--- src/rtl/digit_serial_alu.sv ---
// Digit-serial ALU: latches two operands and an opcode, then walks them
// LSB first, DIGIT bits per clock, through a single registered carry/flag.
// The finished result, final carry/flag and a zero flag are offered over
// a valid/ready handshake.
module digit_serial_alu #(
  parameter int WIDTH = 32,
  parameter int DIGIT = 1
) (
  input  logic             clk,
  input  logic             rst,
  input  logic             in_valid,
  output logic             in_ready,
  input  logic [WIDTH-1:0] a,
  input  logic [WIDTH-1:0] b,
  input  logic [2:0]       s,
  output logic             out_valid,
  input  logic             out_ready,
  output logic [WIDTH-1:0] out,
  output logic             cout,
  output logic             zero
);

  localparam int N  = WIDTH / DIGIT;
  localparam int CW = (N > 1) ? $clog2(N) : 1;
  localparam logic [CW-1:0] LAST = CW'(N - 1);

  // A digit size that does not tile the operand would leave a ragged last digit.
  if ((WIDTH % DIGIT) != 0) begin : gBadDigit
    $error("digit_serial_alu: DIGIT (%0d) must divide WIDTH (%0d)", DIGIT, WIDTH);
  end

  typedef enum logic [1:0] {IDLE, RUN, DONE} state_t;

  state_t            state_q, state_d;
  logic [WIDTH-1:0]  opA_q, opA_d;
  logic [WIDTH-1:0]  opB_q, opB_d;
  logic [WIDTH-1:0]  res_q, res_d;
  logic [2:0]        op_q, op_d;
  logic              carry_q, carry_d;
  logic              zero_q, zero_d;
  logic [CW-1:0]     cnt_q, cnt_d;

  logic [DIGIT-1:0]       digitRes;
  logic                   digitCarry;
  logic                   bitA, bitB, bitR, rip;
  logic [WIDTH+DIGIT-1:0] resShift;

  // Apply the opcode's bit rule across the low digit, rippling the carry bit to bit.
  always_comb begin
    digitRes = '0;
    rip      = carry_q;
    bitA     = 1'b0;
    bitB     = 1'b0;
    bitR     = 1'b0;
    for (int i = 0; i < DIGIT; i++) begin
      bitA = opA_q[i];
      bitB = opB_q[i];
      case (op_q)
        3'b000: begin bitR = bitA; end
        3'b001: begin bitR = bitA | bitB; rip = rip | bitA | bitB; end
        3'b010: begin
          bitR = bitA ^ bitB ^ rip;
          rip  = (bitA & bitB) | (rip & (bitA ^ bitB));
        end
        3'b011: begin
          bitR = bitA ^ bitB ^ rip;
          rip  = (~bitA & bitB) | (~(bitA ^ bitB) & rip);
        end
        3'b100: begin bitR = bitA & ~bitB;    rip = rip & bitA & ~bitB; end
        3'b101: begin bitR = ~(bitA ^ bitB);  rip = rip & ~(bitA ^ bitB); end
        3'b110: begin bitR = bitA & bitB;     rip = rip & bitA & bitB; end
        default: begin bitR = bitA ^ bitB;    rip = rip & (bitA ^ bitB); end
      endcase
      digitRes[i] = bitR;
    end
    digitCarry = rip;
  end

  // Sequencing: accept in IDLE, shift one digit per RUN cycle, hold results in DONE.
  always_comb begin
    state_d  = state_q;
    opA_d    = opA_q;
    opB_d    = opB_q;
    res_d    = res_q;
    op_d     = op_q;
    carry_d  = carry_q;
    zero_d   = zero_q;
    cnt_d    = cnt_q;
    resShift = {digitRes, res_q};
    case (state_q)
      IDLE: begin
        if (in_valid) begin
          opA_d   = a;
          opB_d   = b;
          op_d    = s;
          carry_d = s[2];
          cnt_d   = '0;
          state_d = RUN;
        end
      end
      RUN: begin
        res_d   = resShift[WIDTH+DIGIT-1:DIGIT];
        opA_d   = opA_q >> DIGIT;
        opB_d   = opB_q >> DIGIT;
        carry_d = digitCarry;
        cnt_d   = cnt_q + CW'(1);
        if (cnt_q == LAST) begin
          zero_d  = (res_d == '0);
          state_d = DONE;
        end
      end
      DONE: begin
        if (out_ready) begin
          state_d = IDLE;
        end
      end
      default: state_d = IDLE;
    endcase
  end

  // State and datapath registers; reset wins over everything, discarding any operation.
  always_ff @(posedge clk) begin
    if (rst) begin
      state_q <= IDLE;
      opA_q   <= '0;
      opB_q   <= '0;
      res_q   <= '0;
      op_q    <= '0;
      carry_q <= 1'b0;
      zero_q  <= 1'b0;
      cnt_q   <= '0;
    end else begin
      state_q <= state_d;
      opA_q   <= opA_d;
      opB_q   <= opB_d;
      res_q   <= res_d;
      op_q    <= op_d;
      carry_q <= carry_d;
      zero_q  <= zero_d;
      cnt_q   <= cnt_d;
    end
  end

  assign in_ready  = (state_q == IDLE);
  assign out_valid = (state_q == DONE);
  assign out       = res_q;
  assign cout      = carry_q;
  assign zero      = zero_q;

endmodule

--- config.mk ---
export PLATFORM = sky130hd
export DESIGN_NAME = digit_serial_alu
export DESIGN_NICKNAME = d
export VERILOG_FILES = /design/src/rtl/digit_serial_alu.sv
export SDC_FILE = /design/constraint.sdc
export NUM_CORES = 1
export LEC_CHECK = 0
export CORE_MARGIN = 3
export CORE_UTILIZATION = 45
export CTS_CLUSTER_SIZE = 16
export DETAILED_ROUTE_END_ITERATION = 12
export PLACE_DENSITY = 0.74
export SETUP_SLACK_MARGIN = 0.02
export SLEW_MARGIN = 20
export SYNTH_ARGS = -nofsm -noshare
export SYNTH_HDL_FRONTEND = slang
export SYNTH_SLANG_ARGS = --single-unit
--- constraint.sdc ---
create_clock -name clk -period 2.31 [get_ports clk]
set_clock_uncertainty 0.05 [all_clocks]
set_input_delay 0.3465 -clock clk [delete_from_list [all_inputs] [get_ports clk]]
set_output_delay 0.3465 -clock clk [all_outputs]
set_load 0.01 [all_outputs]
Yosys cells after proc, flatten, opt, wreduce, memory -nomap -nowiden
Index checks and enable logic that the tools add are counted.
{"block": "word_totals", "regBits": 108, "output_inout_bits": 36, "latch_bits": 0, "romBits": 0, "ram_bits": 0, "input_bits": 71, "wordCells": 64, "mem_count": 0}
{"block": "op_classes", "add_sub_neg": 1, "shift": 0, "div": 0, "magnitude_cmp": 0, "n_reduce_logical": 10, "bitwise": 18, "multipliers": 0, "eq_ne": 13, "n_mux": 14}
{"cell": "case mux 32 bit (2 select lines)", "n": 2}
{"cell": "2-to-1 mux 32 bit", "n": 2}
{"cell": "zero test 32 bit", "n": 1}
{"cell": "case mux 5 bit (2 select lines)", "n": 1}
{"cell": "equality test 3 bit, second input constant", "n": 3}
{"cell": "bitwise AND 1 bit", "n": 8}
{"cell": "case mux 1 bit (7 select lines)", "n": 1}
{"cell": "equality test 3 x 2 -> 1 bit, second input constant", "n": 2}
{"cell": "2-to-1 mux 2 bit", "n": 3}
{"cell": "inequality test 2 bit, second input constant", "n": 3}
{"cell": "case mux 1 bit (6 select lines)", "n": 1}
{"cell": "case mux 2 bit (3 select lines)", "n": 1}
{"cell": "AND reduction 2 bit", "n": 3}
{"cell": "AND reduction 3 bit", "n": 2}
{"cell": "adder 5 x 1 -> 5 bit, second input constant", "n": 1}
{"cell": "equality test 5 bit, second input constant", "n": 1}
{"cell": "2-to-1 mux 5 bit", "n": 1}
{"cell": "OR 1 bit", "n": 5}
{"cell": "equality test 3 x 1 -> 1 bit, second input constant", "n": 1}
{"cell": "zero test 3 bit", "n": 1}
{"cell": "inverter 1 bit", "n": 3}
{"cell": "equality test 2 x 1 -> 1 bit, second input constant", "n": 1}
{"cell": "equality test 2 bit, second input constant", "n": 1}
{"cell": "zero test 2 bit", "n": 1}
{"cell": "6 further kinds", "n": 7}

Longest topological paths before layout
Gate-level depths: netlist of the first run.
{"block": "logic_depth", "depth_word": 6, "ltp_mapped": 8, "ltp_nobuf": 8}

Worst setup path after synthesis of the first run
OpenSTA, ideal clock, no wires.
{"block": "synth_timing", "kind": "register -> register", "from": "reg opA_q[0]", "to": "reg carry_q, in the netlist cout", "required_time_ns": 2.127, "arrival_ns": 1.698, "path_buffers": 0, "slack_ns": 0.429, "stages_incl_launch_ff": 9, "setup_ns": 0.133, "period_less_slack_ns": 1.881, "path_cell_list": "dfxtp_1 > inv_1 > ha_1 > inv_1 > ha_1 > o21ai_0 > a221oi_2 > a2111oi_2 > nor4_1"}
{"block": "synth_via", "elab_chain_len": 6, "word_cells_on_any_way": 16, "classes_between": "mux (2); bitwise (14)"}
{"element": "from (decl)", "line": "35", "text": "logic [WIDTH-1:0] opA_q, opA_d;"}
{"element": "from (signal assigned)", "line": "134", "text": "opA_q <= opA_d;"}
{"element": "XOR 1 bit"}
{"element": "inverter 1 bit", "line": "67, 70"}
{"element": "bitwise AND 1 bit", "line": "67, 70"}
{"element": "OR 1 bit", "line": "67", "text": "rip = (~bitA & bitB) | (~(bitA ^ bitB) & rip);"}
{"element": "case mux 1 bit (7 select lines) *", "line": "58", "text": "case (op_q)"}
{"element": "case mux 1 bit (2 select lines) *", "line": "90", "text": "case (state_q)"}
{"element": "to (signal assigned)", "line": "138", "text": "carry_q <= carry_d;"}
{"element": "to (decl)", "line": "39", "text": "logic carry_q, carry_d;"}
Mark *: on every way between the ends. The rest lies on a longest branch, timed or not.
A chain may end at the register's enable or synchronous reset.

Worst setup path in the final report of the first run
{"block": "layout_timing", "from": "reg state_q[0]", "to": "out out_valid"}
{"block": "layout_via", "elab_chain_len": 1}
{"element": "from (decl)", "line": "34", "text": "state_t state_q, state_d;"}
{"element": "from (signal assigned)", "line": "133", "text": "state_q <= state_d;"}
{"element": "equality test 2 bit", "line": "145", "text": "assign out_valid = (state_q == DONE);"}
{"element": "to (decl)", "line": "16", "text": "output logic out_valid,"}
Every way passes these cells.

==> results of run 1 <==
## worst paths after layout
kind	from	end	slack [ns]	cells after the start
max	state_q[0]$_SDFFE_PP0P_	out_valid	0.23	2
min	rst	cnt_q[4]$_SDFFE_PP0P_	0.37	2
max reg2reg	opA_q[0]$_SDFFE_PP0P_	cout$_SDFFE_PP0P_	0.42	8
min reg2reg	out[0]$_SDFFE_PP0P_	out[0]$_SDFFE_PP0P_	0.41	2
## power by group through the flow
| stage | registers, mW | logic [mW] | clock network, mW |
|---|---|---|---|
| floorplan | 2.07 | 0.367 | 0 |
| global placement | 2.09 | 0.570 | 0 |
| detailed placement | 2.09 | 0.585 | 0 |
| CTS | 2.05 | 0.589 | 1.26 |
| global route | 2.07 | 0.654 | 1.34 |
| finish | 2.05 | 0.582 | 1.22 |
## per-stage QoR
step                      hold slack (ns)  area (um2)  total power, mW   util  instances
final                               0.370        6140             3.85  0.611        817
after global routing                0.370        6140             4.06  0.611        817
after CTS                           0.352        6140             3.90  0.611        817
after detailed placement            0.401        5930             2.68  0.590        801
after global placement              0.399        5930             2.66  0.590        801
after floorplan                     0.389        4760             2.44      -        601
## sequential cells by signal, indices dropped and copies added, names as in the netlist
signal   cells
cnt_q        5
cout         1
opA_q       32
opB_q       32
op_q         3
out         32
state_q      2
zero         1
## per-layer routing
| layer | global-route usage | wire, um | part of all wire | vias up |
|---|---|---|---|---|
| met5 | 0 | 0 | 0 | - |
| met4 | 0.0541 | 138 | 0.012 | 0 |
| met3 | 0.0355 | 534 | 0.048 | 8 |
| met2 | 0.325 | 5440 | 0.48 | 112 |
| met1 | 0.262 | 5130 | 0.46 | 1992 |
| li1 | - | - | - | 2227 |
## kinds of logic after synthesis
group,after synthesis,share of synthesized area
adders and majority gates,9,0.0268
and+or+nand+nor,299,0.253
muxes,7,0.0152
xor gates and xnor gates,2,0.00368
buffers and inverters,56,0.0552
AOI/OAI and AO/OA,120,0.192
DFF,108,0.454
## layout make-up
type	instances	area, um2	area share
repair buffers	119	1230	0.200
flip-flops and latches	108	2160	0.352
clock buffers	9	124	0.0202
inverters	4	15.0	0.00244
clock inverters	7	88.8	0.0145
multi-input cells	437	2350	0.383
well taps	133	166	0.0271
## synthesized netlist by cell type (2+ instances only)
cell       count  area [um2]
mux2i_1        5        50.1
nand2b_1       2        12.5
nor3_1         2        10.0
nor4_1         9        56.3
ha_1           7        87.6
nor2b_1        7        43.8
o21bai_1       2        15.0
inv_1          4        15.0
buf_4          3        22.5
a311oi_1      63         552
nand4_1        2        12.5
nor2_1        79         297
dfxtp_1      108        2160
buf_2         27         135
buf_1          2        7.51
a2bb2oi_1      2        17.5
a21oi_1       38         190
fa_1           2        40.0
nand3b_1       2        15.0
and3_1         2        12.5
nand2_1      190         713
clkbuf_1      19        71.3
a22oi_1        4        30.0
mux2_2         2        22.5
## worst register-to-register path: cells and delay by family (launching register included)
kind	cells	cell delay [ns]
AO/OA/AOI/OAI	3	0.63
adder cells (fa/ha/maj)	2	0.50
flip-flops	1	0.36
buffers and inverters	2	0.14
AND/OR/NAND/NOR	1	0.09
==> results.md, run 1 <==
* Dpl ws at 0.207 ns
* CP max FO at 14
* Vias in the first global route at 4,017
* Layout cell share with drive strength beyond 1 at 0.0556
* Tcrit/Tclk final at 0.902
* Hold Crit Class: in -> reg
* Post-CTS resize count at 0
* Post-synth EDFFs at 0
* Max H-tree Level at 3
* Post-CTS Hold Buffers at 0
* Clk buf depth at 2
* Clk network pwr share at 0.317
* Initial Util at 0.474
* Antenna-violating nets left at 0
* Die H at 109 um
* Hold violation count in the final report at 0
* Final worst slack at 0.227 ns
* Setup violation total in the final timing report at 0
* Num CTS Buffers at 9
* DRT Pass-1 Iters at 5
* CP Capture Type: output port
* CTS tree: yes
* Top delay family on crit path: flip-flops
* CP peak stage delay at 0.68 ns
* Post-route DRC at 0
* Critical Path Source Type: register
* Total Negative Setup Slacks at 0 ns
* Worst slew margin at 0.633
* Root Driver: clkbuf_8
* Setup Fix Bufs, Post-CTS at 0
* Top Ports at ~110
* Gr usage total at 0.196
* Final WL at 11,200 um
* RSZ-0062 raised after global routing: false
* Psw at 1.06 mW
* Sequential Power Share at 0.532
* CP Cell Sequence: nor2b_1 > clkdlybuf4s50_1
* Sw Ratio at 0.276
* Fin crit period at 2.08 ns
* CP max-delay cell: dfxtp_1
* Grt ovf at 0
* I/O Buffers at ~110
* Dpl hpwl at about 7700 um
* Via/cell ratio at around 5.3
* Syn Area/Cell at 7.93 um2
* Post-DR wirelength/cell at 13.8 um
* # diodes at 0
* Slew @ Worst Pin at 0.550 ns
* Core area at 0.0100 mm2
* Final Max Slew Viols at 0
* Async SR Flop Fraction at 0
* Arrival time at the worst endpoint at 1.69 ns
* Status: finished, final reports clean
* CTS clock-pin slew for the worst setup and hold paths at 0.10 ns
* Power per standard cell area at 627 mW/mm2
* P_int at 2.79 mW
* Comb pwr share at 0.151
* Crit path kind: reg -> out
* Post-Syn Area at 0.00476 mm2
* Netlist cell types at 42
* First-pass GRT wire length at 18,900 um
* Warnings, synthesis at 0
* Clock sinks at 108
* Full die area at between 0.01 and 0.015 mm2
* Nets at 759
* Commonest cells after routing, fill and taps aside: nand2_1 (190), dfxtp_1 (108), clkdlybuf4s50_1 (105)
* Routed via count at 4,339
* Die X-Extent at 109 um
* #FFs+latches synth at 108
* Filler cell count at 890
* Net Count, Synth at between 600 and 700
* Buf+Inv Stages, Crit Path at 1
* Worst vdd ir at 0.000402 V
* Worst-Skew Late Latency at 0.36 ns
* Pleak at 2.30 nW
* Seq/Total Area, Yosys at 0.454
* Peak Freq at about 480 MHz
* Dominant synthesized flop cell: dfxtp_1
* Area delta synth->final at 28.9%
* Routability cong. at a little under 0.8
* Post-Syn Instances at 601
* Max-cap violations at 0
* Number of cell rows at 36
* Initial DRC count at 263
* Commonest non-fill, non-tap cell in the layout: nand2_1
* Largest net degree at the start of global routing at 66
* Worst EP required at 1.91 ns
* Initial antenna violation count at 0
No activity file was read; power rests on OpenSTA's default activity.
==> run 2: changes to the inputs <==
--- a/config.mk
+++ b/config.mk
@@ -7,9 +7,10 @@
 export LEC_CHECK = 0
 export CORE_MARGIN = 3
 export CORE_UTILIZATION = 45
+export CTS_CLUSTER_DIAMETER = 200
 export CTS_CLUSTER_SIZE = 16
 export DETAILED_ROUTE_END_ITERATION = 12
-export PLACE_DENSITY = 0.74
+export PLACE_DENSITY = 0.76
 export SETUP_SLACK_MARGIN = 0.02
 export SLEW_MARGIN = 20
 export SYNTH_ARGS = -nofsm -noshare
==> constraint.sdc (replaced) <==
create_clock -name clk -period 1.9 [get_ports clk]
set_clock_uncertainty 0.05 [all_clocks]
set_input_delay 0.285 -clock clk [delete_from_list [all_inputs] [get_ports clk]]
set_output_delay 0.285 -clock clk [all_outputs]
set_load 0.01 [all_outputs]
==> run 2 against run 1 <==
First-iteration DRC count decreased by 10%. Wire length up 2.2%. Worst setup slack got worse by 0.11 ns. Die area did not move. Utilization up 0.66 points. Via count grew 2.3%. Global-route usage down 0.095 points. Total power is 20% higher. Non-clock buffer count is 7 higher. Worst hold slack worse by 0.13 ns. Critical path type unchanged.
==> results.md, run 2 (synthesis results as in run 1) <==
* Status: finished, final reports clean
* Clk buf depth at 2 (unchanged)
* Setup Fix Bufs, Post-CTS at 0 (unchanged)
* First-pass GRT wire length at 18,800 um (-0.51%)
* Vias in the first global route at 4,163 (+3.6%)
* Hold path cells at 2 (unchanged)
* Gr usage total at 0.195 (-0.000951)
* CP Capture Type: output port
* Post-DR wirelength/cell at 13.9 um (+1.3%)
* Final WL at 11,500 um (+2.2%)
* Top delay family on crit path: buffers and inverters
* Antenna-violating nets left at 0 (unchanged)
* Pleak at 2.35 nW (+2.2%)
* Tcrit/Tclk final at 0.939
* Post-CTS Hold Buffers at 0 (unchanged)
* CP max FO at 7 (-7)
* Nets at 766 (+0.92%)
* Final std cells w/o fill at 824 (+0.86%)
* Crit path kind: reg -> out
* Worst r2r path cells at 6 (-2)
* Number of cell rows at 36 (unchanged)
* Setup violation total in the final timing report at 0 (unchanged)
* Routability cong. at 0.787 (+0.29%)
* Start point of the critical path: cout$_SDFFE_PP0P_
* Largest net degree at the start of global routing at 54 (-18%)
* Critical path depth in cells at 2 (unchanged)
* Fin crit period at 1.78 ns
* Max H-tree Level at 3 (unchanged)
* P_int at 3.29 mW (+18%)
* Root Driver: clkbuf_8
* DRT Pass-1 Iters at 5 (unchanged)
* Worst vdd ir at 0.000510 V (+27%)
* Initial Util at 0.474 (unchanged)
* Worst slew margin at 0.702 (+0.0689)
* Commonest non-fill, non-tap cell in the layout: nand2_1
* # diodes at 0 (unchanged)
* Arrival time at the worst endpoint at 1.45 ns (-0.24 ns)
* Psw at 1.33 mW (+25%)
* CTS tree: yes
* Die X-Extent at 109 um (unchanged)
* Num CTS Buffers at 9 (unchanged)
* Hold Crit Class: in -> reg
* Sw Ratio at 0.287 (+0.0118)
* Full die area at 0.0119 mm2 (unchanged)
* CP peak stage delay at 0.55 ns (-0.13 ns)
* Comb pwr share at 0.162 (+0.011)
* Buf+Inv Stages, Crit Path at 2 (+1)
* CTS clock-pin slew for the worst setup and hold paths at 0.11 ns (about the same)
* Core area at 0.0100 mm2 (unchanged)
* Slew @ Worst Pin at 0.446 ns (-0.103 ns)
* Post-route DRC at 0 (unchanged)
* Grt ovf at 0 (unchanged)
* Clk network pwr share at 0.299 (-0.018)
* Placed insts at 808 (+0.87%)
* Total power at 4.61 mW (+20%)
* Dpl hpwl at 8010 um (+4.6%)
* Hold path start: rst
* Power per standard cell area at 743 mW/mm2 (+18%)
* Die H at 109 um (unchanged)
* Via/cell ratio at 5.39 (+1.5%)
* Layout cell share with drive strength beyond 1 at 0.0738 (+0.0183)
* Max-cap violations at 0 (unchanged)
* Commonest cells after routing, fill and taps aside: nand2_1 (190), dfxtp_1 (106), clkdlybuf4s50_1 (104)
* Routed via count at 4,440 (+2.3%)
* Hold violation count in the final report at 0 (unchanged)
* Initial DRC count at 236 (-10%)
* Critical Path Source Type: register
* CP Cell Sequence: buf_4 > clkdlybuf4s50_1
* Final Max Slew Viols at 0 (unchanged)
* RSZ-0062 raised after global routing: false
* I/O Buffers at 106 (unchanged)
* Sequential Power Share at 0.539 (+0.007)
* Worst R2R Start: opA_q[0]$_SDFFE_PP0P_
* Worst EP required at 1.56 ns (-0.35 ns)
* Worst-Skew Late Latency at 0.36 ns (about the same)
* Clock sinks at 108 (unchanged)
* Initial antenna violation count at 0 (unchanged)
* Area delta synth->final at 30.3%
* Top Ports at 107 (unchanged)
* CP max-delay cell: clkdlybuf4s50_1
* Peak Freq at 560 MHz
[run 2: cell types whose count changed in the layout (fill, tap and decap cells not counted), sizes merged]
cell	delta
clkinv	+3
buf	+7
inv	-2
dlymetal6s2s	+1
bufinv	-1
clkdlybuf4s50	-1
[run 2: cell type report]
cell class / instances / area (um2)
Multi-Input combinational cell: 437 / 2370
Timing Repair Buffer: 126 / 1290
Inverter: 4 / 15.0
Tap cell: 133 / 166
Clock buffer: 9 / 124
Clock inverter: 7 / 77.6
Fill cell: 900 / 3840
Sequential cell: 108 / 2160
[run 2: power groups by stage]
stage	combinational, mW	clock [mW]	sequential (mW)
floorplan	0.446	0	2.52
detailed placement	0.742	0	2.53
finish	0.749	1.38	2.48
CTS	0.747	1.41	2.48
global route	0.834	1.52	2.50
global placement	0.720	0	2.52
[run 2: repair_timing]
item                                    4_1_cts  5_1_grt
pin swaps                                     1        3
gates resized for setup                       1        6
endpoints found under the setup margin        3        2
[run 2: layer usage]
metal / part of all wire / track usage / up-vias
li1: - / - / 2237
met5: 0 / 0 / -
met1: 0.44 / 0.252 / 2070
met2: 0.49 / 0.325 / 120
met3: 0.051 / 0.0426 / 13
met4: 0.020 / 0.0613 / 0
[run 2: worst paths after layout]
kind | endpoint | slack (ns)
hold reg to reg | out[0]$_SDFFE_PP0P_ | 0.43
setup / recovery | cout | 0.12
hold / removal | cnt_q[2]$_SDFFE_PP0P_ | 0.24
setup reg to reg | zero$_SDFFE_PP0P_ | 0.12
[run 2: stage by stage]
stage / hold slack (ns) / cell area, um2 / utilization / TNS [ns] / setup slack [ns]
floorplan: 0.382 / 4760 / - / 0 / 0.0575
global placement: 0.395 / 5980 / 0.596 / 0 / 0.0360
detailed placement: 0.410 / 5980 / 0.596 / -0.0759 / -0.0215
CTS: 0.225 / 6180 / 0.616 / 0 / 0.0241
global route: 0.229 / 6210 / 0.618 / 0 / 0.0309
finish: 0.239 / 6210 / 0.618 / 0 / 0.116
